==> src/rtl/tlb_pkg.sv <==
// Shared definitions for the joint TLB controller: entry layout, op codes, FSM states.
package tlb_pkg;

    localparam int N_ENTRIES = 16;
    localparam int ENTRY_W   = 71;
    localparam int IDX_W     = 4;
    localparam int VPN2_W    = 19;
    localparam int LO_W      = 26;

    // Entry field bit positions
    localparam int VPN2_HI = 70;
    localparam int VPN2_LO = 52;
    localparam int PFN1_HI = 51;
    localparam int PFN1_LO = 28;
    localparam int D1      = 27;
    localparam int V1      = 26;
    localparam int PFN0_HI = 25;
    localparam int PFN0_LO = 2;
    localparam int D0      = 1;
    localparam int V0      = 0;

    typedef enum logic [1:0] {
        OP_TLBR  = 2'd0,
        OP_TLBWI = 2'd1,
        OP_TLBWR = 2'd2,
        OP_TLBP  = 2'd3
    } tlb_op_t;

    // Controller states
    localparam logic [1:0] ST_IDLE  = 2'd0;
    localparam logic [1:0] ST_PROBE = 2'd1;
    localparam logic [1:0] ST_DONE  = 2'd2;

    // Assemble an entry from CP0 EntryHi/EntryLo1/EntryLo0 images
    function automatic logic [ENTRY_W-1:0] pack_entry(
        input logic [VPN2_W-1:0] vpn2,
        input logic [LO_W-1:0]   lo1,
        input logic [LO_W-1:0]   lo0
    );
        logic [ENTRY_W-1:0] e;
        e                   = '0;
        e[VPN2_HI:VPN2_LO]  = vpn2;
        e[PFN1_HI:PFN1_LO]  = lo1[LO_W-1:2];
        e[D1]               = lo1[1];
        e[V1]               = lo1[0];
        e[PFN0_HI:PFN0_LO]  = lo0[LO_W-1:2];
        e[D0]               = lo0[1];
        e[V0]               = lo0[0];
        return e;
    endfunction

endpackage

==> src/rtl/tlb_random_counter.sv <==
// CP0 Random register: free-running down-counter bounded below by Wired.
module tlb_random_counter
    import tlb_pkg::*;
(
    input  logic             clk,
    input  logic             rst_n,
    input  logic [IDX_W-1:0] wired_in,
    input  logic             wired_we,
    output logic [IDX_W-1:0] random_out
);

    localparam logic [IDX_W-1:0] RAND_TOP = IDX_W'(N_ENTRIES - 1);

    // Decrement every cycle, wrapping to the top once the wired floor is reached
    always_ff @(posedge clk) begin
        if (!rst_n) begin
            random_out <= RAND_TOP;
        end else if (wired_we) begin
            random_out <= RAND_TOP;
        end else if (random_out <= wired_in) begin
            random_out <= RAND_TOP;
        end else begin
            random_out <= random_out - 1'b1;
        end
    end

endmodule

==> src/rtl/tlb_ctrl.sv <==
// Joint TLB array owner executing TLBR/TLBWI/TLBWR/TLBP for CP0.
module tlb_ctrl
    import tlb_pkg::*;
(
    input  logic                                clk,
    input  logic                                rst_n,
    input  logic                                op_valid,
    input  logic [1:0]                          op,
    output logic                                op_ready,
    output logic                                op_done,
    input  logic [IDX_W-1:0]                    index_in,
    input  logic [VPN2_W-1:0]                   entryhi_in,
    input  logic [LO_W-1:0]                     entrylo0_in,
    input  logic [LO_W-1:0]                     entrylo1_in,
    input  logic [IDX_W-1:0]                    wired_in,
    input  logic                                wired_we,
    output logic [N_ENTRIES-1:0][ENTRY_W-1:0]   tlb_entries,
    output logic [IDX_W-1:0]                    random_out,
    output logic [VPN2_W-1:0]                   rd_entryhi,
    output logic [LO_W-1:0]                     rd_entrylo0,
    output logic [LO_W-1:0]                     rd_entrylo1,
    output logic [IDX_W-1:0]                    probe_index,
    output logic                                probe_miss
);

    localparam logic [IDX_W-1:0] LAST_IDX = IDX_W'(N_ENTRIES - 1);

    logic [N_ENTRIES-1:0][ENTRY_W-1:0] entries;
    logic [1:0]                        state;
    logic [IDX_W-1:0]                  scan_idx;
    logic [VPN2_W-1:0]                 probe_vpn;
    tlb_op_t                           op_code;
    logic                              accept;
    logic                              wr_en;
    logic [IDX_W-1:0]                  wr_idx;
    logic [ENTRY_W-1:0]                wr_data;
    logic [ENTRY_W-1:0]                read_entry;
    logic                              probe_hit;

    tlb_random_counter u_random (
        .clk        (clk),
        .rst_n      (rst_n),
        .wired_in   (wired_in),
        .wired_we   (wired_we),
        .random_out (random_out)
    );

    assign op_code     = tlb_op_t'(op);
    assign op_ready    = (state == ST_IDLE);
    assign op_done     = (state == ST_DONE);
    assign tlb_entries = entries;

    // Decode the accepted request into a write port and evaluate the current probe compare
    always_comb begin
        accept     = (state == ST_IDLE) && op_valid;
        wr_en      = 1'b0;
        wr_idx     = index_in;
        wr_data    = pack_entry(entryhi_in, entrylo1_in, entrylo0_in);
        read_entry = entries[index_in];
        probe_hit  = (entries[scan_idx][VPN2_HI:VPN2_LO] == probe_vpn);
        if (accept && (op_code == OP_TLBWI)) begin
            wr_en = 1'b1;
        end
        if (accept && (op_code == OP_TLBWR)) begin
            wr_en  = 1'b1;
            wr_idx = random_out;
        end
    end

    // Entry array storage, cleared by reset and written by TLBWI/TLBWR at accept
    always_ff @(posedge clk) begin
        if (!rst_n) begin
            entries <= '0;
        end else if (wr_en) begin
            entries[wr_idx] <= wr_data;
        end
    end

    // Sequencing FSM with TLBR read-out and the linear TLBP scan
    always_ff @(posedge clk) begin
        if (!rst_n) begin
            state       <= ST_IDLE;
            scan_idx    <= '0;
            probe_vpn   <= '0;
            rd_entryhi  <= '0;
            rd_entrylo0 <= '0;
            rd_entrylo1 <= '0;
            probe_index <= '0;
            probe_miss  <= 1'b0;
        end else begin
            case (state)
                ST_IDLE: begin
                    if (op_valid) begin
                        case (op_code)
                            OP_TLBR: begin
                                rd_entryhi  <= read_entry[VPN2_HI:VPN2_LO];
                                rd_entrylo1 <= {read_entry[PFN1_HI:PFN1_LO], read_entry[D1], read_entry[V1]};
                                rd_entrylo0 <= {read_entry[PFN0_HI:PFN0_LO], read_entry[D0], read_entry[V0]};
                                state       <= ST_DONE;
                            end
                            OP_TLBP: begin
                                scan_idx  <= '0;
                                probe_vpn <= entryhi_in;
                                state     <= ST_PROBE;
                            end
                            default: begin
                                state <= ST_DONE;
                            end
                        endcase
                    end
                end
                ST_PROBE: begin
                    if (probe_hit) begin
                        probe_index <= scan_idx;
                        probe_miss  <= 1'b0;
                        state       <= ST_DONE;
                    end else if (scan_idx == LAST_IDX) begin
                        probe_miss <= 1'b1;
                        state      <= ST_DONE;
                    end else begin
                        scan_idx <= scan_idx + 1'b1;
                    end
                end
                ST_DONE: begin
                    state <= ST_IDLE;
                end
                default: begin
                    state <= ST_IDLE;
                end
            endcase
        end
    end

endmodule

==> config.mk <==
export PLATFORM = sky130hd
export DESIGN_NAME = tlb_ctrl
export DESIGN_NICKNAME = d
export VERILOG_FILES = /design/src/rtl/tlb_pkg.sv /design/src/rtl/tlb_random_counter.sv /design/src/rtl/tlb_ctrl.sv
export SDC_FILE = /design/constraint.sdc
export NUM_CORES = 2
export LEC_CHECK = 0
export BUFFER_PORTS_ARGS = -buffer_cell sky130_fd_sc_hd__buf_4
export CAP_MARGIN = 30
export CORE_AREA = 2 2 502 504
export CTS_BUF_LIST = sky130_fd_sc_hd__clkbuf_4
export CTS_CLUSTER_SIZE = 24
export DETAILED_ROUTE_END_ITERATION = 6
export DIE_AREA = 0 0 504 506
export PLACE_DENSITY = 0.42
export SETUP_SLACK_MARGIN = 0.2
export SLEW_MARGIN = 20
export SYNTH_ARGS = -nofsm -noshare
export SYNTH_HDL_FRONTEND = slang
export SYNTH_SLANG_ARGS = --single-unit
==> constraint.sdc <==
create_clock -name clk -period 2.86 [get_ports clk]
set_input_delay 0.143 -clock clk [delete_from_list [all_inputs] [get_ports clk]]
set_output_delay 0.143 -clock clk [all_outputs]
set_load 0.02 [all_outputs]
# Word-level counts from Yosys, hierarchy flattened
# Index checks and enable logic that the tools add are counted.
# totals
reg_bits,1241
in_bits,85
out_inout_bits,1218
word_cells,82
# classes
add_sub_neg,2
magnitude_cmp,5
eq_ne,12
muxes,22
bitwise_logic,1
reduce_logical,15
# ops
op,n
$bwmux W1136,1
$bmux W71 S4,2
$demux W71 S4,1
$mux W71,3
$mux W4,5
$eq A19 B19 Y1,1
$lt A4 B5 Y1 const B,3
$mux W2,4
$pmux W4 S2,1
$eq A2 B2 Y1 const B,3
$ne A2 B2 Y1 const B,3
$reduce_and A2 Y1,3
$reduce_and A3 Y1,2
$reduce_and A5 Y1,1
$add A4 B1 Y4 const B,1
$eq A2 B1 Y1 const B,2
$eq A4 B4 Y1 const B,1
$ge A4 B1 Y1 const B,1
$le A4 B4 Y1,1
$logic_and A1 B1 Y1,4
$logic_not A2 Y1,2
$mux W1,4
$pmux W2 S2,1
$reduce_bool A2 Y1,2
other kinds (5),5

# Logic depth before layout (Yosys ltp)
# depth
depth_word,9
mapped_depth,12
depth_no_buf,8

# Cells and area by module
# From an unflattened synthesis, not the netlist that was laid out.
# hier_totals
cells_unflattened,6288
hier_area_um2,54253.3
# by_module_without_submodules
mod,n_inst,cells_each,area_per_inst_um2,seq_area_each_um2
tlb_ctrl,1,6262,54000.5,24763.8
tlb_random_counter,1,26,252.7,80.1

# Worst setup path before layout
# Ideal clock, no wire load.
# synth_timing
kind,register to register
startpoint,register scan_idx[2]
endpoint,register state[1]
setup_ns,0.088
arrival_ns,2.753
required_ns,2.772
setup_slack_ns,0.019
path_stages_with_launch,10
path_buffers,1
synth_period_minus_slack_ns,2.841
cell_sequence,dfxtp_1 > buf_6 > mux4_2 > mux4_2 > xor2_1 > nor4_2 > nand4_1 > nor4_4 > nor2_1 > nor4_2
# synth_between
elab_chain_len,5
elab_cells_between_ends,8
classes_between,eq/ne: 3; mux: 4; reduce/logical: 1
# synth_lines
item,line_no,source
"start, declared",tlb_ctrl.sv:30,logic [IDX_W-1:0] scan_idx;
"start signal, assigned",tlb_ctrl.sv:121,scan_idx <= scan_idx + 1'b1;
$bmux W71 S4,tlb_ctrl.sv:60,probe_hit = (entries[scan_idx][VPN2_HI:VPN2_LO] == probe_vpn);
$mux W71 (not written as such),tlb_ctrl.sv:60,
$eq A19 B19 Y1,tlb_ctrl.sv:60,
$mux W2 / $ne A3 B3 Y1 (equally long branches),--,
$pmux W2 S2 / $reduce_and A2 Y1 (equally long branches),--,
"end signal, assigned",tlb_ctrl.sv:99,state <= ST_DONE;
"end signal, assigned",tlb_ctrl.sv:116,state <= ST_DONE;
"end signal, assigned",tlb_ctrl.sv:119,state <= ST_DONE;
"end, declared",tlb_ctrl.sv:29,logic [1:0] state;
# Several ways; a longest one is shown, not always the timed one. The select of a mux whose other input is x is not followed.
# A chain may end at the register's enable or synchronous reset.

# Worst setup path after layout
# layout_timing
startpoint,register scan_idx[2]
endpoint,register scan_idx[1]
# layout_between
elab_chain_len,5
elab_cells_between_ends,7
classes_between,eq/ne: 4; mux: 2; reduce/logical: 1
# layout_lines
item,line_no
$bmux W71 S4,tlb_ctrl.sv:60
$mux W71 (not written as such),tlb_ctrl.sv:60
$eq A19 B19 Y1,tlb_ctrl.sv:60
$ne A2 B2 Y1 (no line),--
$reduce_and A5 Y1 (no line) (*),--
# Every way passes the cells marked *; elsewhere a longest branch is shown, timed or not. The select of a mux whose other input is x is not followed.

==> reports/results.txt <==
Yosys top cell by area: dfxtp_1
Cts bufs inserted: 379
DRT Wirelength: 376800 µm
Clk root buf: clkbuf_4
Largest net degree at the start of global routing: 89
Fin crit period: 3.364 ns
Drt wl/cell: 32.56 µm
Post-synth EDFFs: 0
Number of max-cap violations: 0
Startpoint Class: register
Register bit total from synthesis: 1241
Status: finished, violations left
Area after DPL: 70990 µm²
Max_slew headroom: 0.2676
Syn nets: 6348
Critical path class: reg -> reg
Top FF cell, synth: dfxtp_1
Fillers: 26480
Htree depth: 5
P&R area growth vs syn: 43.82%
Final Skew: 0.1530 ns
Crit end category: register
Worst path required time: 4.01 ns
Switch Pwr: 10840 µW
Hold crit path type: in -> reg
Max-slew violations: 0
Flop pwr share: 0.459
DR iter-0 viols: 6605
Setup WS post-layout: -0.5044 ns
Sequential area share after synthesis: 0.4581
Post-route DRC: 1
Fin Hold WS: 0.1651 ns
First-pass GRT wire length: 497800 µm
Switch share: 0.2836
Pre-CTS setup slack: -0.7655 ns
Design Area, Final: 77990 µm²
Remaining antenna violation count: 0
CORE AREA: 250000 µm²
Pre-Repair DR Iteration Count: 7
Fraction of registers with async set/reset: 0
Ratio of cells with drive above 1 in the final layout: 0.3488
Power Density: 489.8 nW/µm²
Combinational power share: 0.085
Rows: 184
Final Wtd Congestion: 0.9243
Worst-path fanout max: 5
P_leak: 0.02974 µW
Total GRT Usage: 0.2796
Worst VDD drop: 312.3 µV
DPL Wire Length: 266600 µm
Clk slew on worst S/H paths: 0.06 ns
Worst-margin pin slew: 1.095 ns
Max clock buf depth: 4
Synthesized area: 54230 µm²
Overall power: 38200 µW
Final period util: 1.176
CTS tree: built
Worst endpoint data arrival time: 4.52 ns
Setup TNS: -4.962 ns
Clk sink count: 1241
P_int: 27370 µW
Vias in the first global route: 55710
Clk Latency, worst-skew pair: 1.40 ns
Area share of the largest cell type after synthesis: 0.4581
Synth area leaders: dfxtp_1 (46%), mux4_2 (17%), nand2_1 (17%), a21oi_1 (11%), clkbuf_1 (4.1%)
Clock share of power: 0.455
Initial Utilization: 0.2169
Most frequent cell after synthesis: nand2_1
Total grt overflow: 0
RSZ-0062 raised after global routing: true
Synth Warn #: 0
Final Hold Vio Count: 0
Commonest cells post-synth: nand2_1 (2489), dfxtp_1 (1241), a21oi_1 (1233)
Chip width: 504 µm
Gate Count Post-Synth: 6257
Port Buffers: 1302
I/O pins: 1303
Failing checks: DRC, setup timing
Initial antenna violation count: 42
Endpoints failing setup: 11
F_max: 297.2 MHz
Mapped Avg Cell Area: 8.667 µm²
Via/cell ratio: 5.083
Die Y-Extent: 506 µm
Library cells used by synthesis: 57
Total Die Area: 255000 µm²
Via count: 58820
NumNets Final: 8063
==> routing by layer <==
layer  up-vias  global-route usage  share of wire
met3       845             0.08278          0.099
met4        12              0.1561          0.064
met2      3736              0.4488           0.46
li1      24840                   -              -
met5         -                   0        0.00020
met1     29390              0.3338           0.38
==> sequential cells by signal, summed over array words and instances (netlist names) <==
name	cells
rd_entrylo1	26
rd_entryhi	19
probe_miss	1
scan_idx	4
rd_entrylo0	26
probe_index	4
u_random.random_out	4
state	2
probe_vpn	19
tlb_entries	1136
==> kinds of logic (layout without fill, tap and decap cells) <==
kind of cell             after synthesis  after routing  share of synthesized area
AO/OA/AOI/OAI                       1258           1258                     0.1174
adder cells (fa/ha/maj)                6              6                   0.001384
AND/OR/NAND/NOR                     2585           2585                     0.1836
XOR/XNOR                              28             28                   0.004522
flip-flops                          1241           1241                     0.4581
buffers and inverters                657           2607                    0.04698
other                                  0             18                          0
multiplexers                         482            482                     0.1879
==> worst paths after layout <==
kind                         from              end  slack [ns]  cells past startpoint
hold reg to reg   rd_entrylo0[11]  rd_entrylo0[11]        0.46                      2
setup reg to reg      scan_idx[2]      scan_idx[1]       -0.50                     12
hold / removal              op[0]   rd_entrylo0[4]        0.17                      6
setup / recovery      scan_idx[2]      scan_idx[1]       -0.50                     12
==> power by group through the flow <==
| stage | registers [µW] | clock network, µW | logic (µW) |
|---|---|---|---|
| after floorplan | 18000 | 0 | 1310 |
| after global placement | 17900 | 0 | 2890 |
| after CTS | 17500 | 17800 | 3190 |
| after detailed placement | 17900 | 0 | 2890 |
| final | 17600 | 17400 | 3260 |
| after global routing | 17500 | 18600 | 3370 |
==> what timing repair did <==
action,CTS,global route
hold endpoints to repair,1241,0
hold buffers,165,0
setup buffers,11,18
gates cloned,5,4
resized for setup,31,18
pin swaps,9,6
endpoints found under the setup margin,241,657
==> through the flow <==
stage                 util  cells
CTS                 0.3101  11530
finish              0.3119  11570
global placement    0.2840  10730
floorplan                -   6257
detailed placement  0.2840  10730
global route        0.3119  11570
==> cells in the final DEF (no fill, tap or decap), types with 13 or more instances in the layout <==
cell type	count
a21oi_1	1231
buf_12	126
buf_4	1663
buf_6	15
clkbuf_4	532
clkinv_1	64
dfxtp_1	1238
diode_2	18
dlygate4sd3_1	162
mux2i_1	53
mux4_2	420
nand2_1	2474
xnor2_1	13
xor2_1	14
==> critical path, stage by stage, from the launching register on <==
cell and delay, ns:
dfxtp_4 0.39, mux4_2 0.53, mux4_2 0.52, xor2_2 0.21, nor4_4 0.29, buf_6 0.19
nand4_1 0.22, buf_4 0.23, nor4_4 0.14, buf_6 0.17, buf_12 0.13, nor2_4 0.04
o31ai_2 0.19
==> layout make-up <==
cell class	instances	area (µm²)	share of cell area
Clock buffer	532	3994	0.05121
Sequential cell	1241	24860	0.3187
Inverter	8	37.54	0.0004813
Antenna cell	18	45.04	0.0005775
Timing Repair Buffer	1983	17220	0.2207
Clock inverter	84	451.7	0.005791
Multi-Input combinational cell	4359	27200	0.3488
Tap cell	3348	4189	0.05371
Power figures use the tool's default switching activity.
